==> src/rtl/if_fetch_queue.sv <==
// if_fetch_queue
//   IF stage with several instruction-SRAM reads in flight. Fetches are held
//   in program order in a DEPTH-entry queue ({pc, inst, ex, ex_code, done});
//   in-order data_ok responses are paired with their slots through a small
//   pend queue of slot indices. On a flush, reads still on the bus are counted
//   in cancel_cnt and their responses are dropped, while new requests may
//   already be accepted.
// Ports
//   clk, reset          clock, synchronous active-high reset
//   req_fire/pc/ex/ex_code  fetch handed over by preIF (legal when IF_allowin)
//   inst_sram_data_ok/rdata in-order read response
//   wb_ex, ertn_flush, br_cancel  flush sources
//   ID_allowin          ID accepts the head entry
//   IF_allowin          preIF may fire this cycle
//   IF_to_ID_valid/BUS  head entry {pc, inst, ex, ex_code}, zero when invalid
//   IO_cnt              reads on the bus (live + cancelled)
module if_fetch_queue #(
  parameter int DEPTH   = 4,
  parameter int MAX_OUT = 2
) (
  input  logic        clk,
  input  logic        reset,
  input  logic        req_fire,
  input  logic [31:0] req_pc,
  input  logic        req_ex,
  input  logic [14:0] req_ex_code,
  input  logic        inst_sram_data_ok,
  input  logic [31:0] inst_sram_rdata,
  input  logic        wb_ex,
  input  logic        ertn_flush,
  input  logic        br_cancel,
  input  logic        ID_allowin,
  output logic        IF_allowin,
  output logic        IF_to_ID_valid,
  output logic [79:0] IF_to_ID_BUS,
  output logic [3:0]  IO_cnt
);
  localparam int AW = (DEPTH > 1) ? $clog2(DEPTH) : 1;
  localparam int PW = (MAX_OUT > 1) ? $clog2(MAX_OUT) : 1;
  localparam logic [AW:0]   DEPTH_C = (AW+1)'(DEPTH);
  localparam logic [3:0]    MAX_C   = 4'(MAX_OUT);
  localparam logic [PW-1:0] P_LAST  = PW'(MAX_OUT - 1);

  // entry storage
  logic [31:0] pc_q   [DEPTH];
  logic [31:0] inst_q [DEPTH];
  logic [14:0] exc_q  [DEPTH];
  logic        ex_q   [DEPTH];
  logic [DEPTH-1:0] done_q;

  // queue / pend / cancel bookkeeping
  logic [AW-1:0] wr_q, wr_d, rd_q, rd_d;
  logic [AW:0]   cnt_q, cnt_d;
  logic [AW-1:0] pq_q [MAX_OUT];
  logic [PW-1:0] ph_q, ph_d, pt_q, pt_d;
  logic [3:0]    pend_q, pend_d, cancel_q, cancel_d;

  logic flush, vld, dok, fill, drop, enq, enq_rd, deq, bus_issue;
  logic [AW-1:0] fill_slot;
  logic [3:0]    io;

  function automatic logic [PW-1:0] pnxt(input logic [PW-1:0] p);
    return (p == P_LAST) ? '0 : p + PW'(1);
  endfunction

  always_comb begin
    flush      = wb_ex | ertn_flush | br_cancel;
    io         = pend_q + cancel_q;
    // occupancy check is on registered count: a same-cycle dequeue does not free a slot
    IF_allowin = (cnt_q < DEPTH_C) && (io < MAX_C) && !flush;
    vld        = (cnt_q != '0) && done_q[rd_q] && !flush;
    dok        = inst_sram_data_ok && (io != '0);
    drop       = dok && (cancel_q != '0);
    fill       = dok && (cancel_q == '0);
    fill_slot  = pq_q[ph_q];
    enq        = req_fire && IF_allowin;
    enq_rd     = enq && !req_ex;
    deq        = vld && ID_allowin;
    // a read preIF put on the bus in the flush cycle must still be drained
    bus_issue  = req_fire && !req_ex;
  end

  assign IF_to_ID_valid = vld;
  assign IO_cnt         = io;
  assign IF_to_ID_BUS   = vld ? {pc_q[rd_q], inst_q[rd_q], ex_q[rd_q], exc_q[rd_q]} : '0;

  always_comb begin
    cnt_d    = cnt_q;
    wr_d     = wr_q;
    rd_d     = rd_q;
    ph_d     = ph_q;
    pt_d     = pt_q;
    pend_d   = pend_q;
    cancel_d = cancel_q;
    if (flush) begin
      cnt_d    = '0;
      wr_d     = '0;
      rd_d     = '0;
      ph_d     = '0;
      pt_d     = '0;
      pend_d   = '0;
      // every read still on the bus becomes stale; a response this cycle retires one
      cancel_d = cancel_q + pend_q + {3'b0, bus_issue} - {3'b0, dok};
    end else begin
      cnt_d  = cnt_q + {{AW{1'b0}}, enq} - {{AW{1'b0}}, deq};
      if (enq)    wr_d = wr_q + AW'(1);
      if (deq)    rd_d = rd_q + AW'(1);
      if (enq_rd) pt_d = pnxt(pt_q);
      if (fill)   ph_d = pnxt(ph_q);
      pend_d = pend_q + {3'b0, enq_rd} - {3'b0, fill};
      if (drop)   cancel_d = cancel_q - 4'd1;
    end
  end

  always_ff @(posedge clk) begin
    if (reset) begin
      cnt_q    <= '0;
      wr_q     <= '0;
      rd_q     <= '0;
      ph_q     <= '0;
      pt_q     <= '0;
      pend_q   <= '0;
      cancel_q <= '0;
    end else begin
      cnt_q    <= cnt_d;
      wr_q     <= wr_d;
      rd_q     <= rd_d;
      ph_q     <= ph_d;
      pt_q     <= pt_d;
      pend_q   <= pend_d;
      cancel_q <= cancel_d;
    end
  end

  // pend queue payload: slot index of each live read, no reset needed
  always_ff @(posedge clk) begin
    if (!reset && enq_rd) pq_q[pt_q] <= wr_q;
  end

  // entries; enq and fill never hit the same slot (queue not full on enq)
  always_ff @(posedge clk) begin
    for (int i = 0; i < DEPTH; i++) begin
      if (reset || flush)                   done_q[i] <= 1'b0;
      else if (enq && wr_q == AW'(i))       done_q[i] <= req_ex;
      else if (fill && fill_slot == AW'(i)) done_q[i] <= 1'b1;

      if (enq && wr_q == AW'(i)) begin
        pc_q[i]  <= req_pc;
        ex_q[i]  <= req_ex;
        exc_q[i] <= req_ex_code;
        if (req_ex) inst_q[i] <= '0;
      end else if (fill && fill_slot == AW'(i)) begin
        inst_q[i] <= inst_sram_rdata;
      end
    end
  end

  // illegal handshakes are ignored by the logic above; flag them in simulation
  always_ff @(posedge clk) begin
    if (!reset) begin
      assert (!(inst_sram_data_ok && io == '0));
      assert (!(req_fire && !IF_allowin && !flush));
    end
  end
endmodule

==> config.mk <==
export PLATFORM = sky130hd
export DESIGN_NAME = if_fetch_queue
export DESIGN_NICKNAME = d
export VERILOG_FILES = /design/src/rtl/if_fetch_queue.sv
export SDC_FILE = /design/constraint.sdc
export NUM_CORES = 1
export LEC_CHECK = 0
export BUFFER_PORTS_ARGS = -buffer_cell sky130_fd_sc_hd__buf_2
export CELL_PAD_IN_SITES_DETAIL_PLACEMENT = 0
export CELL_PAD_IN_SITES_GLOBAL_PLACEMENT = 1
export CORE_MARGIN = 2
export CORE_UTILIZATION = 30
export CTS_BUF_LIST = sky130_fd_sc_hd__clkbuf_8
export CTS_CLUSTER_DIAMETER = 100
export DETAILED_ROUTE_END_ITERATION = 6
export PLACE_DENSITY_LB_ADDON = 0.05
export SYNTH_ARGS = -nofsm -noshare
export SYNTH_HDL_FRONTEND = slang
export SYNTH_SLANG_ARGS = --single-unit
==> constraint.sdc <==
create_clock -name clk -period 12.05 [get_ports clk]
set_input_delay 2.41 -clock clk [delete_from_list [all_inputs] [get_ports clk]]
set_output_delay 2.41 -clock clk [all_outputs]
set_load 0.02 [all_outputs]
==> results of run 1 <==
## metal layers
metal,track usage,share of wire,vias up
met1,0.1830,0.44,3984
met2,0.2399,0.49,173
li1,-,-,3633
met5,0,0.0011,-
met4,0.05603,0.021,6
met3,0.03706,0.049,60
## kinds of logic (layout without fill, tap and decap cells)
group | after synthesis | in the layout | share of synthesized area
xor gates and xnor gates | 12 | 12 | 0.007090
adders and majority gates | 24 | 24 | 0.02228
and+or+nand+nor | 278 | 278 | 0.1205
other | 0 | 1 | 0
muxes | 85 | 85 | 0.1264
DFF | 348 | 348 | 0.6887
AOI/OAI and AO/OA | 27 | 27 | 0.01258
buffers and inverters | 66 | 326 | 0.02237
## layout make-up
cell class / count / area (um^2)
antenna: 1 / 2.502
sequential: 348 / 10220
tap: 664 / 830.8
clock inverter: 44 / 187.7
timing repair buffer: 189 / 985.9
fill: 4769 / 31270
clock buffer: 72 / 991.0
multi-input combinational: 426 / 4290
inverter: 21 / 78.83
## power by group
group / internal (mW) / switching (mW) / total, mW / leakage [nW]
logic: 0.109 / 0.177 / 0.286 / 2.51
clock network: 0.548 / 0.498 / 1.05 / 0.688
registers: 1.36 / 0.0150 / 1.38 / 3.20
## state kept, by name (all words and copies together), names as in the netlist, named ones only
register  cells
wr_q          2
pt_q          1
inst_q      128
ph_q          1
exc_q        60
done_q        4
rd_q          2
pend_q        4
ex_q          4
cnt_q         3
pc_q        128
pq_q          4
cancel_q      4
## worst max path at each step
stage / startpoint / end / depth (start not counted)
global placement: ertn_flush / IF_to_ID_BUS[54] / 8
detailed placement: ertn_flush / IF_to_ID_BUS[79] / 8
global route: ertn_flush / IF_to_ID_BUS[52] / 8
CTS: ertn_flush / IF_to_ID_BUS[48] / 8
floorplan: ertn_flush / IF_to_ID_BUS[70] / 6
finish: ertn_flush / IF_to_ID_BUS[56] / 8
## placed cells by master (no fill, tap or decap), drive strengths merged, types with 2 or more instances in the layout
cell type / n
xnor2: 8
nand3b: 2
a21oi: 7
and4: 3
a21o: 6
nand3: 8
a211oi: 3
ha: 20
mux2: 2
nor2: 14
dfxtp: 24
xor2: 4
mux2i: 2
clkinv: 17
inv: 47
buf: 189
nor3b: 2
nor4: 5
nor3: 11
or3: 5
and2: 212
o21ai: 4
fa: 4
mux4: 81
o311a: 3
nand2b: 4
nand2: 8
edfxtp: 324
clkbuf: 72
## synthesized netlist by cell type, types with 7 or more instances
| cell | count |
|---|---|
| sky130_fd_sc_hd__dfxtp_1 | 24 |
| sky130_fd_sc_hd__nor3_1 | 7 |
| sky130_fd_sc_hd__inv_1 | 20 |
| sky130_fd_sc_hd__buf_2 | 13 |
| sky130_fd_sc_hd__clkbuf_1 | 23 |
| sky130_fd_sc_hd__ha_1 | 20 |
| sky130_fd_sc_hd__mux4_2 | 81 |
| sky130_fd_sc_hd__nor2_1 | 14 |
| sky130_fd_sc_hd__nand2_1 | 8 |
| sky130_fd_sc_hd__buf_6 | 9 |
| sky130_fd_sc_hd__and2_1 | 212 |
| sky130_fd_sc_hd__a21oi_1 | 7 |
| sky130_fd_sc_hd__nand3_1 | 7 |
| sky130_fd_sc_hd__xnor2_1 | 8 |
| sky130_fd_sc_hd__edfxtp_1 | 324 |
## through the flow
step | worst slack, ns | cells
detailed placement | 5.390 | 1648
floorplan | 5.931 | 840
finish | 5.483 | 1765
global route | 5.241 | 1764
global placement | 5.413 | 1648
CTS | 5.387 | 1764
==> results.txt, run 1 <==
* Number of buffer and inverter instances along the worst setup path: 5
- The number of antenna violations at the first check in global routing was 5.
* Max incr delay on CP: 0.55 ns
- Across the run, the number of max-cap violations was 0.
- In this run, CTS created clock tree buffers numbering 67.
- LEAKAGE: 6.395 nW
- STA classifies the critical path startpoint as a primary input.
- Counting flops with an async set or reset pin after synthesis yields a share of 0.
- Post-DR vias/cell: 4.451
- The total overflow left after global routing is 0.
- Total global routing track utilization: 0.1452
- The slowest stage of the critical path is the sky130_fd_sc_hd__buf_4 cell.
- After detailed placement, the total cell area comes to 0.01640 mm^2.
* Crit path time final: 6.567 ns
* Synthesis Warnings: 0
- Overall die area: 0.05121 mm^2
* Maximum buffer depth of the clock tree: 3
* Routed WL: 35.97 mm
- The worst hold path terminates at done_q[0]$_SDFFE_PP0P_.
* Mean instance size in the synthesized netlist: 17.65 um^2
- Sum of net half-perimeters after detailed placement: 20.07 mm
- Number of instances resized during post-cts repair: 0
* Overall power: 2.712 mW
* Final period utilization: 0.5450
- Setup repair after global routing left no endpoint under its margin.
* Insertion delay to the later sink of the worst-skew pair: 0.63 ns
- Std-Cell Core Area: about 0.05 mm^2
* DRT Pass-1 Iters: 4
* Worst reg-to-reg path cell count: 12
* Hold_sp: done_q[0]$_SDFFE_PP0P_
* Total via count in the routed design: 7856
- Worst-path maximum fanout: 81
- Syn Std Cell Area: 0.01482 mm^2
- The share of the Yosys chip area taken by registers is 0.6887.
- At the worst endpoint, the arrival time is 4.16 ns.
- After synthesis, the netlist uses 43 different library cells.
* Floorplan die width: 226.3 um
* Buffer type at the clock tree root: sky130_fd_sc_hd__clkbuf_8
* Post-Route Utilization: 0.3600
- Start of the worst register-to-register path: cancel_q[0]$_SDFFE_PP0P_
- Ranked by total cell area, the synthesized netlist is headed by sky130_fd_sc_hd__edfxtp_1 (66%), sky130_fd_sc_hd__mux4_2 (12%), sky130_fd_sc_hd__and2_1 (8.9%), sky130_fd_sc_hd__dfxtp_1 (3.2%), sky130_fd_sc_hd__ha_1 (1.7%).
* Synthesized netlist net count: 952
* Port-buffer cells: 173
- Number of design rule violations left after detail routing: 0
- Routability Congestion: 0.6653
- Count of final hold-check violations: 0
* Setup Buffers After CTS: 0
- After detailed routing, the average wire length per cell comes to 20.38 um.
- The share of synthesized area in the top cell type comes to 0.6563.
* Family of cells with the greatest summed delay on the critical path: buffers and inverters
- Worst setup path class: in2out
* Slew @ Worst Pin: 0.9664 ns
* CTS Hold Buffers Added: 0
- After clock tree synthesis, the clock-pin slew on the worst setup and hold paths is about 0.06 ns.
* Global-route wire length before repair: ~54 mm
- Along the worst hold path, the cell count comes to 1.
- The number of pins exceeding their max-slew limit in the final report was 0.
- Run status: finished clean
* Series of cell instances along the critical path: buf_2 > nor3_1 > buf_4 > nand3_1 > inv_2 > buf_4 > and2_1 > buf_2
* DRT antenna net count: 0
- Path type of the worst min-delay path: reg2reg
* Worst hold slack after final layout: approximately 0.48 ns
- Fraction of final layout cells with drive strength greater than 1: 0.3345
- CTS built an H-tree with a depth of 3.
- For the worst setup path, the data required time is 9.64 ns.
* Cell count after synthesis: 840
- Counting flops with a built-in enable in the synthesized netlist gives between 300 and 400.
- Max Clock Skew: ~0.018 ns
* Summed negative setup slack over all endpoints: 0 ns
- In this run the register-to-register setup slack is 7.98 ns.
- Number of global-route vias before repair: ~8600
- TritonCTS built the clock tree.
- STA classifies the critical path endpoint as an output port.
- Critical R2R Capture: inst_q[3][31]$_SDFFCE_PN0P_
- Starting density of the core: 0.3035
* Final setup fails: 0
* Final layout net count: 1165
- After the first detailed-routing iteration, the DRC count stood at ~290.
- In the synthesized netlist the dominant register cell turns out to be sky130_fd_sc_hd__edfxtp_1.
- Largest area contributor in the netlist: sky130_fd_sc_hd__edfxtp_1
* Design Area, Final: 0.01758 mm^2
- Std-Cell Rows: 81
- Compared with the post-synthesis result, the final layout area differs by 18.62%.
* Die Span Y: 226.3 um
- Top-level I/O count: 174
- Entering global routing, the biggest net connects 82 pins.
- Normalized max-slew margin: 0.3557
* Yosys reg bits: 348
- Power density over cell area: 154.2 mW/mm^2
- Static timing analysis puts the maximum clock frequency at ~150 MHz.
* Maximum vdd ir drop: 54.09 uV
- The clock net in this run drives a total of 348 sinks.
No activity file was read; power rests on OpenSTA's default activity.
==> run 2, diff against run 1 <==
==> constraint.sdc (replaced) <==
create_clock -name clk -period 6.5 [get_ports clk]
set_input_delay 1.3 -clock clk [delete_from_list [all_inputs] [get_ports clk]]
set_output_delay 1.3 -clock clk [all_outputs]
set_load 0.02 [all_outputs]
==> results.txt, run 2 (synthesized netlist as in run 1, its figures left out) <==
- The clock reaches the later pin of the worst-skew pair after around 0.62 ns.
- After detailed routing, the average wire length per cell comes to slightly above 20 um.
- DRT antenna net count: 0
- Based on the critical path, the design can be clocked at up to 212.5 MHz.
* Worst reg-to-reg path cell count: 11
- CP Capture Point: IF_to_ID_BUS[61]
* Max-cap check violation count: 0
- Of all nets on the critical path, the largest fanout is 56.
* Maximum number of pins on one net before global-route repair: 62
* Critical R2R Capture: inst_q[3][24]$_SDFFCE_PN0P_
- The final layout contains 1164 nets.
- The library cell used most frequently in the layout, excluding fill and tap cells, is sky130_fd_sc_hd__edfxtp_1.
- Port-buffer cells: 173
* Routability Congestion: between 0.6 and 0.7
* Final period utilization: 0.7239
- Largest registers: inst_q (128), pc_q (128), exc_q (60)
* Path length in cells of the critical path: 8
* Floorplan die width: 226.3 um
* Buffer type at the clock tree root: sky130_fd_sc_hd__clkbuf_8
- In this run the power density over the cells is 285.5 mW/mm^2.
- Number of H-tree levels: 3
* Sum of net half-perimeters after detailed placement: 20.20 mm
- Run status: finished clean
- The number of global-route vias before repair was 8576.
* Crit path launch type: primary input
- Crit path time final: 4.705 ns
* Clock tree sinks: 348
- The path class of the tightest hold or removal check is reg2reg.
* Series of cell instances along the critical path: buf_2 > nor3_1 > buf_4 > nand3_1 > inv_2 > buf_4 > and2_1 > buf_2
- Sum of overflow across all layers after global routing: 0
* Clock tree from TritonCTS: built
- The internal power of the cells totals 3.747 mW.
- The worst setup path is captured at an output port.
- The number of pins exceeding their max-slew limit in the final report is 0.
* Switching Share: 0.2541
- The pre-antenna-repair detailed-routing pass consisted of 4 iterations.
* Overall die area: 0.05121 mm^2
* Number of instances resized during post-cts repair: 0
- CTS Hold Buffers Added: 0
- Counting along the longest clock path gives a buffer depth of 3.
- The largest single stage delay on the critical path is 0.76 ns.
* Final setup fails: 0
- Die Span Y: around 230 um
- The share of total power dissipated in sequential elements is 0.509.
- Counting the fill cells in the layout gives between 4000 and 5000.
- The number of clock buffers added by TritonCTS is 66.
* Number of buffer and inverter instances along the worst setup path: 5
- Power spent charging and discharging nets: 1.276 mW
- Std-Cell Core Area: 0.04885 mm^2
- At the pin with the least slew margin, the transition time is about 1.1 ns.
* Logic gate share of total power: 0.105
- After detailed routing, the number of vias per cell comes to approximately 4.5.
* Register-to-register setup slack: 2.30 ns
- In the layout the commonest cells are sky130_fd_sc_hd__edfxtp_1 (324), sky130_fd_sc_hd__and2_1 (212), sky130_fd_sc_hd__buf_2 (173), sky130_fd_sc_hd__mux4_2 (81), sky130_fd_sc_hd__clkbuf_8 (72).
- Starting density of the core: 0.3035
- On the critical path the largest part of the delay comes from buffers and inverters.
- Req. time, crit path: between 5 and 6 ns
- Of the total power, the clock network draws 0.386.
* Routed WL: 35.62 mm
- Worst hold slack after final layout: a little under 0.5 ns
* FF/Latch Area: approximately 0.010 mm^2
- The most critical setup path has its startpoint at ertn_flush.
- P&R area growth vs syn: 18.70%
- Measured against its own limit, the worst slew margin works out to 0.2978.
- In the final layout, the multi-input gates occupy 0.004290 mm^2.
- Fraction of final layout cells with drive strength greater than 1: 0.3370
- In this run the critical register-to-register path is launched from cancel_q[0]$_SDFFE_PP0P_.
- The worst setup path is of the in2out kind.
- Top-level I/O count: about 170
* Post-Route Utilization: 0.3602
* Total global routing track utilization: 0.1445
- Total via count in the routed design: between 7000 and 8000
* Std-Cell Rows: roughly 80
* Maximum vdd ir drop: 144.4 uV
* Cell Area, Placed: 0.01642 mm^2
- After the first detailed-routing iteration, the DRC count stood at 327.
- Number of design rule violations left after detail routing: 0
- Design Area, Final: 0.01760 mm^2
* Number of antenna violations at the first check in global routing: 8
- Count of final hold-check violations: 0
- Across the routed clock network, the largest skew measured is 0.03991 ns.
- At the worst endpoint, the arrival time is 3.41 ns.
- Summed over all cells, the static leakage comes to 6.393 nW.
* Global-route wire length before repair: 53.90 mm
- Cell type of the slowest stage on the worst timing path: sky130_fd_sc_hd__inv_2
* Clock transition at the registers of the reported paths: about 0.060 ns
- For the final routed database, the setup TNS stands at 0 ns.
- Once the clock tree was built, the setup fixing pass inserted 0 buffers.
- Setup repair after global routing left no endpoint under its margin.
[run 2: changes by cell type in the layout (fill, tap and decap cells not counted)]
cell | previous run | this run
sky130_fd_sc_hd__inv_6 | 3 | 2
sky130_fd_sc_hd__buf_12 | 0 | 1
sky130_fd_sc_hd__clkinv_2 | 3 | 5
sky130_fd_sc_hd__diode_2 | 1 | 2
sky130_fd_sc_hd__clkinv_1 | 14 | 12
sky130_fd_sc_hd__inv_8 | 0 | 1
sky130_fd_sc_hd__buf_4 | 16 | 15
sky130_fd_sc_hd__inv_1 | 43 | 41
[run 2: area by class of cell]
| type | instances | share of cell area |
|---|---|---|
| Clock inverter | 42 | 0.01052 |
| Timing Repair Buffer | 189 | 0.05674 |
| Antenna cell | 2 | 0.0002844 |
| Tap cell | 664 | 0.04721 |
| Inverter | 21 | 0.004480 |
| Sequential cell | 348 | 0.5806 |
| Multi-Input combinational cell | 426 | 0.2438 |
| Clock buffer | 72 | 0.05631 |
[run 2: metal layers]
layer  vias to the layer above  part of all wire  track usage
met1                      3962              0.41       0.1731
met2                       203              0.50       0.2464
li1                       3627                 -            -
met3                        83             0.063      0.04484
met5                         -            0.0014            0
met4                         8             0.027      0.04881
[run 2: worst reg2reg max path, cell delays in order (launching register included)]
cell,delay (ns)
sky130_fd_sc_hd__dfxtp_1,0.37
sky130_fd_sc_hd__ha_1,0.19
sky130_fd_sc_hd__inv_1,0.06
sky130_fd_sc_hd__fa_1,0.37
sky130_fd_sc_hd__xor2_1,0.22
sky130_fd_sc_hd__ha_1,0.27
sky130_fd_sc_hd__nand3b_1,0.27
sky130_fd_sc_hd__nand3_4,0.24
sky130_fd_sc_hd__nor4_4,0.32
sky130_fd_sc_hd__buf_4,0.44
sky130_fd_sc_hd__a21o_1,0.65
sky130_fd_sc_hd__buf_4,0.46
[run 2: worst min path at each step]
| stage | start | cells after the start | slack (ns) | end |
|---|---|---|---|---|
| after detailed placement | done_q[0]$_SDFFE_PP0P_ | 1 | 0.47 | done_q[0]$_SDFFE_PP0P_ |
| final | done_q[0]$_SDFFE_PP0P_ | 1 | 0.49 | done_q[0]$_SDFFE_PP0P_ |
| after global placement | done_q[0]$_SDFFE_PP0P_ | 1 | 0.47 | done_q[0]$_SDFFE_PP0P_ |
| after CTS | done_q[0]$_SDFFE_PP0P_ | 1 | 0.49 | done_q[0]$_SDFFE_PP0P_ |
| after global routing | done_q[0]$_SDFFE_PP0P_ | 1 | 0.53 | done_q[0]$_SDFFE_PP0P_ |
| after floorplan | done_q[0]$_SDFFE_PP0P_ | 1 | 0.45 | done_q[0]$_SDFFE_PP0P_ |
[run 2: power groups by stage]
| stage | registers [mW] | clock network, mW | logic [mW] |
|---|---|---|---|
| 2_1_floorplan | 2.60 | 0 | 0.359 |
| 3_3_place_gp | 2.60 | 0 | 0.549 |
| 3_5_place_dp | 2.60 | 0 | 0.544 |
| 4_1_cts | 2.56 | 2.03 | 0.547 |
| 5_1_grt | 2.56 | 2.12 | 0.596 |
| 6_report | 2.56 | 1.94 | 0.526 |
[run 2: stage by stage]
step / power, mW / worst slack, ns / std cells
2_1_floorplan: 2.954 / 2.049 / 840
6_report: 5.023 / 1.795 / 1764
5_1_grt: 5.282 / 1.452 / 1762
3_3_place_gp: 3.153 / 1.723 / 1648
4_1_cts: 5.132 / 1.700 / 1762
3_5_place_dp: 3.148 / 1.700 / 1648
